`src/rtl/uart_pkg.sv`:
```
// Shared definitions for the configurable UART transmitter: parity codes,
// transmitter FSM states and frame-parameter helpers.
package uart_pkg;

  localparam logic [1:0] PAR_NONE = 2'b00;
  localparam logic [1:0] PAR_ODD  = 2'b01;
  localparam logic [1:0] PAR_EVEN = 2'b10;

  typedef enum logic [2:0] {
    ST_IDLE,
    ST_START,
    ST_DATA,
    ST_PARITY,
    ST_STOP,
    ST_BREAK
  } tx_state_t;

  // Clocks per bit; CLK_FRE is in MHz.
  function automatic int unsigned calc_cycle(input int unsigned clk_fre,
                                             input int unsigned baud_rate);
    return (clk_fre * 32'd1000000) / baud_rate;
  endfunction

  function automatic logic [3:0] clamp_data_bits(input logic [3:0] bits);
    if (bits < 4'd5) return 4'd5;
    if (bits > 4'd8) return 4'd8;
    return bits;
  endfunction

endpackage

```
`src/rtl/uart_tx_fifo.sv`:
```
// Synchronous FIFO with extra-MSB pointers; shared by the UART TX and RX paths.
module uart_tx_fifo #(
  parameter int WIDTH = 8,
  parameter int DEPTH = 4,
  localparam int AW = $clog2(DEPTH)
) (
  input  logic             clk,
  input  logic             rst_n,
  input  logic             push,
  input  logic [WIDTH-1:0] wdata,
  input  logic             pop,
  output logic [WIDTH-1:0] rdata,
  output logic             full,
  output logic             empty,
  output logic [AW:0]      level
);

  logic [WIDTH-1:0] mem [DEPTH];
  logic [AW:0]      wr_ptr;
  logic [AW:0]      rd_ptr;
  logic             do_push;
  logic             do_pop;

  assign do_push = push && !full;
  assign do_pop  = pop && !empty;
  assign empty   = (wr_ptr == rd_ptr);
  assign full    = (wr_ptr[AW] != rd_ptr[AW]) && (wr_ptr[AW-1:0] == rd_ptr[AW-1:0]);
  assign level   = wr_ptr - rd_ptr;
  assign rdata   = mem[rd_ptr[AW-1:0]];

  always_ff @(posedge clk or negedge rst_n) begin
    if (!rst_n) begin
      wr_ptr <= '0;
      rd_ptr <= '0;
    end else begin
      if (do_push) wr_ptr <= wr_ptr + 1'b1;
      if (do_pop)  rd_ptr <= rd_ptr + 1'b1;
    end
  end

  // NOTE: storage is deliberately not reset; the pointers alone say which
  // entries are valid, and a resettable array cannot map onto RAM.
  always_ff @(posedge clk) begin
    if (do_push) mem[wr_ptr[AW-1:0]] <= wdata;
  end

endmodule

```
`src/rtl/uart_tx_cfg.sv`:
```
// Runtime-configurable UART transmitter (5-8 data bits, parity, 1/2 stop bits,
// break) fed from a small FIFO; frames leave back-to-back while data is queued.
module uart_tx_cfg
  import uart_pkg::*;
#(
  parameter int CLK_FRE    = 27,
  parameter int BAUD_RATE  = 115200,
  parameter int FIFO_DEPTH = 4
) (
  input  logic                         clk,
  input  logic                         rst_n,
  input  logic [7:0]                   tx_data,
  input  logic                         tx_data_valid,
  output logic                         tx_data_ready,
  input  logic [3:0]                   cfg_data_bits,
  input  logic [1:0]                   cfg_parity,
  input  logic                         cfg_stop2,
  input  logic                         tx_break,
  output logic                         tx_pin,
  output logic                         tx_busy,
  output logic [$clog2(FIFO_DEPTH):0]  fifo_level
);

  localparam int unsigned CYCLE    = calc_cycle(CLK_FRE, BAUD_RATE);
  localparam logic [31:0] BIT_LAST = 32'(CYCLE - 1);

  tx_state_t   state;
  logic [31:0] baud_cnt;
  logic [2:0]  bit_cnt;
  logic [7:0]  shift_data;
  logic [3:0]  frm_bits;
  logic        frm_par_en;
  logic        frm_par_bit;
  logic        frm_stop2;
  logic        brk_release;

  logic [7:0]  fifo_rdata;
  logic        fifo_full;
  logic        fifo_empty;
  logic        fifo_pop;

  logic        bit_end;
  logic        last_data;
  logic        last_stop;
  logic        frame_end;
  logic        line_next;
  logic [3:0]  nbits_cfg;
  logic [7:0]  data_mask;
  logic [7:0]  masked;

  assign tx_data_ready = !fifo_full;

  uart_tx_fifo #(
    .WIDTH (8),
    .DEPTH (FIFO_DEPTH)
  ) u_fifo (
    .clk   (clk),
    .rst_n (rst_n),
    .push  (tx_data_valid),
    .wdata (tx_data),
    .pop   (fifo_pop),
    .rdata (fifo_rdata),
    .full  (fifo_full),
    .empty (fifo_empty),
    .level (fifo_level)
  );

  assign bit_end   = (baud_cnt == BIT_LAST);
  assign last_data = ({1'b0, bit_cnt} == frm_bits - 4'd1);
  assign last_stop = !frm_stop2 || bit_cnt[0];
  assign frame_end = (state == ST_STOP) && bit_end && last_stop;
  assign fifo_pop  = !fifo_empty && !tx_break && ((state == ST_IDLE) || frame_end);

  // Bits above the configured width are dropped so they never reach parity.
  assign nbits_cfg = clamp_data_bits(cfg_data_bits);
  assign data_mask = ~(8'hFF << nbits_cfg);
  assign masked    = fifo_rdata & data_mask;

  // NOTE: default assigned first so every path drives line_next; no latch.
  always_comb begin
    line_next = 1'b1;
    case (state)
      ST_START:  line_next = 1'b0;
      ST_DATA:   line_next = shift_data[bit_cnt];
      ST_PARITY: line_next = frm_par_bit;
      ST_BREAK:  line_next = brk_release;
      default:   line_next = 1'b1;
    endcase
  end

  always_ff @(posedge clk or negedge rst_n) begin
    if (!rst_n) begin
      state       <= ST_IDLE;
      baud_cnt    <= '0;
      bit_cnt     <= '0;
      shift_data  <= '0;
      frm_bits    <= 4'd8;
      frm_par_en  <= 1'b0;
      frm_par_bit <= 1'b0;
      frm_stop2   <= 1'b0;
      brk_release <= 1'b0;
      tx_pin      <= 1'b1;
      tx_busy     <= 1'b0;
    end else begin
      tx_pin  <= line_next;
      tx_busy <= (state != ST_IDLE);
      // NOTE: non-blocking throughout; the later assignments in the case
      // below override this default because the last NBA to a signal wins.
      baud_cnt <= bit_end ? '0 : baud_cnt + 32'd1;

      if (fifo_pop) begin
        shift_data  <= masked;
        frm_bits    <= nbits_cfg;
        frm_par_en  <= (cfg_parity == PAR_ODD) || (cfg_parity == PAR_EVEN);
        frm_par_bit <= (cfg_parity == PAR_ODD) ? ~^masked : ^masked;
        frm_stop2   <= cfg_stop2;
      end

      case (state)
        ST_IDLE: begin
          baud_cnt <= '0;
          bit_cnt  <= '0;
          if (tx_break) begin
            state       <= ST_BREAK;
            brk_release <= 1'b0;
          end else if (!fifo_empty) begin
            state <= ST_START;
          end
        end
        ST_START: if (bit_end) state <= ST_DATA;
        ST_DATA: begin
          if (bit_end) begin
            if (last_data) begin
              bit_cnt <= '0;
              state   <= frm_par_en ? ST_PARITY : ST_STOP;
            end else begin
              bit_cnt <= bit_cnt + 3'd1;
            end
          end
        end
        ST_PARITY: if (bit_end) state <= ST_STOP;
        ST_STOP: begin
          if (bit_end) begin
            if (!last_stop) begin
              bit_cnt <= bit_cnt + 3'd1;
            end else begin
              bit_cnt <= '0;
              if (tx_break) begin
                state       <= ST_BREAK;
                brk_release <= 1'b0;
              end else if (!fifo_empty) begin
                state <= ST_START;
              end else begin
                state <= ST_IDLE;
              end
            end
          end
        end
        ST_BREAK: begin
          // Hold low while requested, then one full bit time of mark.
          if (!brk_release) begin
            baud_cnt <= '0;
            if (!tx_break) brk_release <= 1'b1;
          end else if (bit_end) begin
            brk_release <= 1'b0;
            state       <= ST_IDLE;
          end
        end
        default: state <= ST_IDLE;
      endcase
    end
  end

endmodule

```
`config.mk`:
```
export PLATFORM = sky130hd
export DESIGN_NAME = uart_tx_cfg
export DESIGN_NICKNAME = d
export VERILOG_FILES = /design/src/rtl/uart_pkg.sv /design/src/rtl/uart_tx_fifo.sv /design/src/rtl/uart_tx_cfg.sv
export SDC_FILE = /design/constraint.sdc
export NUM_CORES = 1
export LEC_CHECK = 0
export ABC_AREA = 1
export CORE_UTILIZATION = 40
export DETAILED_ROUTE_END_ITERATION = 8
export PLACE_DENSITY = 0.63
export SETUP_SLACK_MARGIN = 0.05
export SYNTH_ARGS = -nofsm -noshare
export SYNTH_HDL_FRONTEND = slang
export SYNTH_HIERARCHICAL = 1
export SYNTH_SLANG_ARGS = --single-unit
```
`constraint.sdc`:
```
create_clock -name clk -period 5.85 [get_ports clk]
set_input_delay 1.17 -clock clk [delete_from_list [all_inputs] [get_ports clk]]
set_output_delay 1.17 -clock clk [all_outputs]
set_load 0.02 [all_outputs]
```
==> impl_metrics.tcl <==
set metrics [dict create \
    dp.final_hpwl_mm 9.58 \
    core_area_sq_mm 0.0134 \
    rr_endpoint "u_fifo/rd_ptr[0]$_DFFE_PN0P_" \
    synthToLayoutAreaGrowth_pct 12.3 \
    path_buf_inv 2 \
    final_antenna_net_count 0 \
    end_kind "output pin" \
    hold_viol 0 \
    post-route-min-period_ns 3.75 \
    avgSynthCellArea_sq_um 7.59 \
    path_clk_slew_ns 0.07 \
    worstHoldStart "shift_data[5]$_DFFE_PN0P_" \
    nets 790 \
    hold_ws_ns 0.487 \
    insertion_delay_ns 0.36 \
    drc_errors 0 \
    maxSlewHeadroom_pct 45.4 \
    finalSetupViolCount 0 \
    ff2ff_setup_slack_ns 3.38 \
    r2r-start "u_fifo/rd_ptr[0]$_DFFE_PN0P_" \
    rr_worst_depth 11 \
    cts_buffers 9 \
    syn_inst 731 \
    yosys_warnings 6 \
    skew_ns 0.00758 \
    worstMarginPinSlew_ns 0.818 \
    die_x_um 120 \
    cp_data_arrival_time_ns 2.58 \
    antenna_found_initial 0 \
    start_kind "flip-flop" \
    post_cts_buffers 0 \
    maxSlewViolCount 0 \
    synth.distinct_cells 41 \
    rows 42 \
    io_pins 25 \
    grt_pass1_wl_mm 22.3 \
    ys_seq_area_share_pct 45.3 \
    place_ws_ns 2.45 \
    cp_max_fo 20 \
    post-route-cell-area_sq_mm 0.00623 \
    place_congestion 0.918 \
    dp.cells 923 \
    synth-seq-cells 94 \
    cts_hold_buffers 0 \
    status "finished clean" \
    setup_ws_ns 2.10 \
    synth_nets 763 \
    placed_area_sq_mm 0.00593 \
    grt.total_usage_pct 19.8 \
    min_to "shift_data[5]$_DFFE_PN0P_" \
    drive_above_1_share_pct 8.65 \
    cts_resized 0 \
    antenna_cells 0 \
    power.leakage_nw 2.79 \
    drt_first_pass_iters 5 \
    post_drt_wl_per_cell_um 13.6 \
    cp_cell_sequence "ha_1 -> inv_1 -> fa_1 -> xnor2_1 -> clkdlybuf4s50_1" \
    cp_data_required_time_ns 4.68 \
    holdPathStages 2 \
    vias 4793 \
    cts_tree "done" \
    drt-total-wl_mm 12.8 \
    worst_path_max_delay_cell "dfrtp_1" \
    fin_crit_sh_pct 64.0 \
    power.density_mw_per_mm2 420 \
    cpPeakStageDelay_ns 0.73 \
    drt_iter0_markers 509 \
    cts_max_level 3 \
    grt_pass1_vias 4652 \
    die_h_um 120 \
    mappedNetlistArea_sq_mm 0.00555 \
    root_buffer "clkbuf_16" \
    maxCapViolCount 0 \
    worstSetupPathType "flip-flop to output pin" \
    initial_utilization_pct 41.4 \
    die_area_sq_mm 0.0143 \
    hp-class "flip-flop to flip-flop" \
    clock_sinks 94 \
    stdcell_count 939 \
    vias_per_cell 5.10 \
    overflow 0 \
    portBuffers 24 \
    clock_path_buffers 2 \
    startpoint "u_fifo/rd_ptr[0]$_DFFE_PN0P_" \
    fmax_mhz 267 \
    critPathTopFamily "flip-flops" \
    finalSetupTns_ns 0 \
    peakVddDrop_mv 0.351 \
    rsz0062_at_grt "no" \
    grt_max_degree 63 \
]
-- how the worst max path moves through the flow --
| stage | endpoint | slack [ns] | cells after the start |
|---|---|---|---|
| final | fifo_level[2] | 2.10 | 5 |
| after global routing | fifo_level[2] | 1.97 | 5 |
| after CTS | fifo_level[2] | 2.06 | 5 |
| after detailed placement | fifo_level[2] | 2.45 | 5 |
| after global placement | fifo_level[2] | 2.49 | 5 |
| after floorplan | fifo_level[2] | 3.22 | 5 |
-- cell usage after synthesis, drive strengths merged --
cell type	count	area (sq um)
a21oi	13	80.1
a31oi	1	6.26
buf	7	68.8
clkbuf	2	8.75
dfrtp	60	1500
dfstp	2	52.6
edfxtp	32	961
fa	1	20.0
ha	12	150
inv	93	352
nand2	212	831
nand3	65	348
nand4	12	75.1
nor2	126	503
nor3	22	131
nor3b	2	15.0
o211ai	2	15.0
o21ai	49	283
o21bai	4	41.3
o22ai	8	50.1
o31ai	1	12.5
xnor2	1	8.76
xor2	4	35.0
-- cells by family after synthesis --
logic type,count (synthesis),share of synthesized area [%]
and+or+nand+nor,439,34.3
buffers and inverters,102,7.73
DFF,94,45.3
AOI/OAI and AO/OA,78,8.79
adders and majority gates,13,3.07
xor gates and xnor gates,5,0.789
-- through the flow --
stage,utilization [%],power [W]
after floorplan,-,0.00177
after global placement,44.3,0.00200
after detailed placement,44.3,0.00204
after CTS,46.5,0.00265
after global routing,46.5,0.00283
final,46.5,0.00262
-- worst min-delay path: stages (launching register included) --
cell,delay (ns)
dfrtp_1,0.34
nand2_1,0.07
o21ai_2,0.05
-- metal layers --
layer | GRT usage (%) | vias up | routed length (um)
met3 | 4.99 | 26 | 614
met4 | 8.20 | 0 | 306
li1 | - | 2427 | -
met5 | 0 | - | 0
met2 | 31.8 | 125 | 6040
met1 | 25.3 | 2215 | 5850
-- flip-flops by register name (all words and copies together) (netlist names), 3 cells and up --
name           cells
baud_cnt          32
bit_cnt            3
frm_bits           4
shift_data         8
state              3
u_fifo/mem        32
u_fifo/rd_ptr      3
u_fifo/wr_ptr      3
-- power breakdown --
group / switching, W / total [W] / internal (W)
sequential: 0.000122 / 0.000959 / 0.000837
clock: 0.000288 / 0.000591 / 0.000303
combinational: 0.000701 / 0.00107 / 0.000366
-- placed cells by master, fill, tap and decap left out, types with 12 or more instances in the layout --
cell type / count
ha_1: 12
dfrtp_1: 60
nand2_1: 202
nor2_1: 120
nand3_1: 62
edfxtp_1: 32
inv_1: 83
clkdlybuf4s50_1: 23
nand4_1: 12
nor3_1: 19
o21ai_0: 35
-- layout make-up --
| type | count | area, sq um |
|---|---|---|
| Fill cell | 1310 | 7170 |
| Multi-Input combinational cell | 535 | 2610 |
| Sequential cell | 94 | 2510 |
| Inverter | 93 | 352 |
| Timing Repair Buffer | 25 | 243 |
| Clock buffer | 9 | 225 |
| Tap cell | 176 | 220 |
| Clock inverter | 7 | 70.1 |
No activity file was read; power rests on OpenSTA's default activity.
